## src/rtl/serial_adder.sv

```systemverilog
// serial_adder: bit-serial WIDTH-bit adder built from one full-adder cell and a
// carry flip-flop. Operands are captured on an accepted start and consumed LSB
// first, one bit per clock; a one-cycle done pulse marks a valid sum/cout.
//
// Ports:
//   clk    rising-edge clock
//   rst    synchronous active-high reset
//   start  request, sampled only in IDLE or DONE
//   a, b   WIDTH-bit addends, captured on accepted start
//   cin    carry-in, captured on accepted start
//   busy   high while a sum is in progress
//   done   one-cycle pulse, sum/cout valid
//   sum    (a+b+cin) mod 2^WIDTH, held until the next completion
//   cout   carry out of bit WIDTH-1
module serial_adder #(
  parameter int unsigned WIDTH = 8
) (
  input  logic             clk,
  input  logic             rst,
  input  logic             start,
  input  logic [WIDTH-1:0] a,
  input  logic [WIDTH-1:0] b,
  input  logic             cin,
  output logic             busy,
  output logic             done,
  output logic [WIDTH-1:0] sum,
  output logic             cout
);

  localparam int unsigned CW = $clog2(WIDTH) + 1;

  typedef enum logic [1:0] {
    IDLE = 2'd0,
    RUN  = 2'd1,
    DONE = 2'd2
  } state_t;

  state_t           state;
  logic [WIDTH-1:0] a_sh;
  logic [WIDTH-1:0] b_sh;
  logic [WIDTH-1:0] res_sh;
  logic             carry_ff;
  logic [CW-1:0]    cnt;

  // Full-adder cell on the current LSBs.
  logic             fa_s;
  logic             fa_c;
  logic [WIDTH-1:0] res_next;

  always_comb begin
    fa_s     = a_sh[0] ^ b_sh[0] ^ carry_ff;
    fa_c     = (a_sh[0] & b_sh[0]) | (carry_ff & (a_sh[0] ^ b_sh[0]));
    res_next = {fa_s, res_sh[WIDTH-1:1]};
  end

  // Control FSM and datapath registers; every output is a flop.
  always_ff @(posedge clk) begin
    if (rst) begin
      state    <= IDLE;
      a_sh     <= '0;
      b_sh     <= '0;
      res_sh   <= '0;
      carry_ff <= 1'b0;
      cnt      <= '0;
      busy     <= 1'b0;
      done     <= 1'b0;
      sum      <= '0;
      cout     <= 1'b0;
    end else begin
      done <= 1'b0;
      case (state)
        IDLE, DONE: begin
          // DONE accepts start exactly like IDLE, enabling back-to-back ops.
          if (start) begin
            a_sh     <= a;
            b_sh     <= b;
            carry_ff <= cin;
            res_sh   <= '0;
            cnt      <= '0;
            busy     <= 1'b1;
            state    <= RUN;
          end else begin
            busy  <= 1'b0;
            state <= IDLE;
          end
        end
        RUN: begin
          // start is deliberately not looked at here.
          carry_ff <= fa_c;
          res_sh   <= res_next;
          a_sh     <= a_sh >> 1;
          b_sh     <= b_sh >> 1;
          cnt      <= cnt + CW'(1);
          if (cnt == CW'(WIDTH - 1)) begin
            sum   <= res_next;
            cout  <= fa_c;
            busy  <= 1'b0;
            done  <= 1'b1;
            state <= DONE;
          end
        end
        default: begin
          busy  <= 1'b0;
          state <= IDLE;
        end
      endcase
    end
  end

endmodule

```

## config.mk

```make
export PLATFORM = sky130hd
export DESIGN_NAME = serial_adder
export DESIGN_NICKNAME = d
export VERILOG_FILES = /design/src/rtl/serial_adder.sv
export SDC_FILE = /design/constraint.sdc
export NUM_CORES = 1
export LEC_CHECK = 0
export CORE_ASPECT_RATIO = 0.5
export CORE_UTILIZATION = 40
export DETAILED_ROUTE_END_ITERATION = 6
export GPL_ROUTABILITY_DRIVEN = 0
export PLACE_DENSITY = 0.64
export RECOVER_POWER = 25
export SYNTH_ARGS = -nofsm -noshare
export SYNTH_HDL_FRONTEND = slang
export SYNTH_SLANG_ARGS = --single-unit
```

## constraint.sdc

```tcl
create_clock -name clk -period 1.1 [get_ports clk]
set_input_delay 0.275 -clock clk [delete_from_list [all_inputs] [get_ports clk]]
set_output_delay 0.275 -clock clk [all_outputs]
set_load 0.01 [all_outputs]
```

==> flow_summary.ini <==
[run_status]
status = complete, but fails checks
failed_checks = setup timing

[cts]
clkSinkCount = 40
htree_levels = 2
clock_latency_ns = 0.28
clk_pin_slew_worst_paths_ns = 0.07
cts_buffers = 5
postCtsHoldBufs = 0
clk_path_buf_depth = 2
root_buffer = clkbuf_8
tritoncts = done

[power_and_ir_drop]
p_leak_nw = 0.853
powerDensity_mw_per_mm2 = 1230
vdd_ir_drop_max_mv = 0.553

[floorplanning]
io_pins = 31
dieArea_mm2 = 0.00451
dieHeight_um = 48.0
die_x_um = 94.0
core_area_mm2 = 0.00398
fp-row-count = 16
initial_core_util_pct = 42.5

[timing]
setup_viol_count_final = 28
finalHoldViolCount = 0
max_freq_ghz = 0.849
tightest_slew_ns = 0.207
rsz0062_at_grt = true
fin_skew_ns = 0.00313
setup_ws_ns = -0.0782
drv_slew = 0
timing.max_slew.rel_slack_pct = 86.2
finalCriticalPeriod_ns = 1.18
period_share_pct = 107

[worst_setup_path]
crit_family = flip-flops
crit_fanout = 5
worstSetupPathType = flop to flop
path_buf_inv = 1
crit_path_start_kind = flop
end_kind = flop
worstPathCellList = nor2b_4, buf_4, nand4_1, mux2_2
slowest_stage = dfxtp_4
slowest_delay_ns = 0.37
crit_arrival_ns = 1.35
cp.required_ns = 1.28

[drt]
drc_errors = 0
num_vias = 1436
drt-pass1-iter-count = 4
ant_nets = 0
via_per_inst = 5.13
drt_iter0_markers = 29
wl_mm = 3.62
wl_per_cell_um = 12.9

[placement]
hpwl_mm = 2.36
pre_cts_ws_ns = -0.385
io_buffers = 30
dp_cells = 271

[final_layout]
insertedDiodeCount = 0
fin_cells = 280
layout-drive-gt1-share_pct = 34.1
fill_cells = 363
area_growth_syn_to_layout_pct = 39.8
regArea_um2 = 816
multi_input_area_um2 = 916
nets = 248

[global_routing]
grt_pass1_wl_mm = 5.58
grt_antenna_before_repair = 0
grt_use_total_pct = 16.7
grt_max_degree = 27
grt_pass1_vias = 1188
grt_overflow = 0

[hold_path]
worstHoldPathType = flop to flop

[synth]
synth_cell_type_count = 25
yosysSeqAreaShare_pct = 47.3
async_flop_share_pct = 0
synthesis.nets = 203
syn_area_mm2 = 0.00169
synth.avg_cell_area_um2 = 9.35
synthCells = 181
yosys_register_bits = 40
synth_warnings = 0
synth_edf_count = 0
ys.flop_type = dfxtp_1

[job]
drv_cap = 0
[area by class of cell]
class / count / share of cell area, %
repair buffers: 54 / 20.6
clock buffers: 6 / 3.07
well taps: 54 / 2.86
clock inverters: 1 / 0.212
multi-input cells: 125 / 38.7
flip-flops and latches: 40 / 34.5
[cells in the final DEF (no fill, tap or decap), types with 2 or more instances in the layout]
master / netlist / routed
dfxtp_1: 40 / 30
buf_4: 2 / 18
nor2_1: 2 / 2
a21oi_2: 0 / 2
dfxtp_2: 0 / 9
clkdlybuf4s50_1: 0 / 18
buf_12: 1 / 5
buf_2: 8 / 8
nand2b_1: 21 / 20
nand3_1: 26 / 26
clkbuf_8: 0 / 5
nand2_1: 10 / 9
a22oi_2: 0 / 15
a21oi_1: 28 / 26
clkbuf_1: 5 / 3
mux2i_1: 9 / 9
[synthesized netlist by cell type (2+ instances only)]
master | number | area share [%]
dfxtp_1 | 40 | 47
a21oi_1 | 28 | 8.3
nand3_1 | 26 | 7.7
nand2b_1 | 21 | 7.8
a22oi_1 | 15 | 6.7
nand2_1 | 10 | 2.2
mux2i_1 | 9 | 5.3
buf_2 | 8 | 2.4
clkbuf_1 | 5 | 1.1
and2b_1 | 2 | 0.89
buf_4 | 2 | 0.89
nor2_1 | 2 | 0.44
[stage by stage]
step                      power (mW)  instance area (um^2)  TNS (ns)  hold WS [ns]  util (%)
after floorplan                 1.81                  1750     -1.47         0.411         -
after global placement          1.99                  2230     -9.90         0.452      56.0
after detailed placement        2.00                  2230    -11.11         0.457      56.0
after CTS                       2.93                  2350     -1.38         0.475      59.0
after global routing            3.04                  2360     -2.70         0.485      59.4
final                           2.91                  2360     -1.07         0.468      59.4
[flip-flops by register name, indices dropped and copies added, names as in the netlist]
name,flops
a_sh,8
b_sh,8
sum,8
res_sh,7
cnt,4
state,2
carry_ff,1
cout,1
done,1
[power breakdown]
| part | switching (mW) | leakage [nW] | internal, mW | total, mW |
|---|---|---|---|---|
| logic | 0.217 | 0.482 | 0.243 | 0.460 |
| clock network | 0.476 | 0.0410 | 0.431 | 0.907 |
| registers | 0.0383 | 0.330 | 1.50 | 1.54 |
| total | 0.731 | 0.853 | 2.18 | 2.91 |
[worst min-delay path, cell delays in order, from the launching register on]
cell,delay (ns)
dfxtp_1,0.32
nand2_1,0.05
a21oi_1,0.05
[logic make-up (layout without fill, tap and decap cells)]
logic type / Yosys count / after routing / synth area share [%]
AOI/OAI and AO/OA: 44 / 44 / 15.7
adders and majority gates: 2 / 2 / 1.92
buffers and inverters: 17 / 61 / 6.21
DFF: 40 / 40 / 47.3
muxes: 11 / 11 / 6.88
and+or+nand+nor: 67 / 68 / 22.0
[routing by layer]
metal	vias to the layer above	GRT usage (%)	share of wire, %
met3	2	4.92	3.7
li1	728	-	-
met4	0	4.62	0.36
met2	27	27.9	47
met1	679	21.8	49
met5	-	0	0
[timing repair]
action                                  in CTS  in global routing
hold endpoints to repair                     0                  0
buffers inserted                             1                  0
gates cloned                                 1                  0
endpoints found under the setup margin      48                 41
gates resized for setup                     63                  8
pin swaps                                    6                 14
[final timing paths]
| check | start | to | slack (ns) | depth (start not counted) |
|---|---|---|---|---|
| worst max register to register | state[0] | cnt[3] | -0.08 | 4 |
| worst min register to register | res_sh[2] | res_sh[1] | 0.47 | 2 |
| worst min-delay path | res_sh[2] | res_sh[1] | 0.47 | 2 |
| worst max-delay path | state[0] | cnt[3] | -0.08 | 4 |
Note: power is estimated with default switching activity, not from simulation.
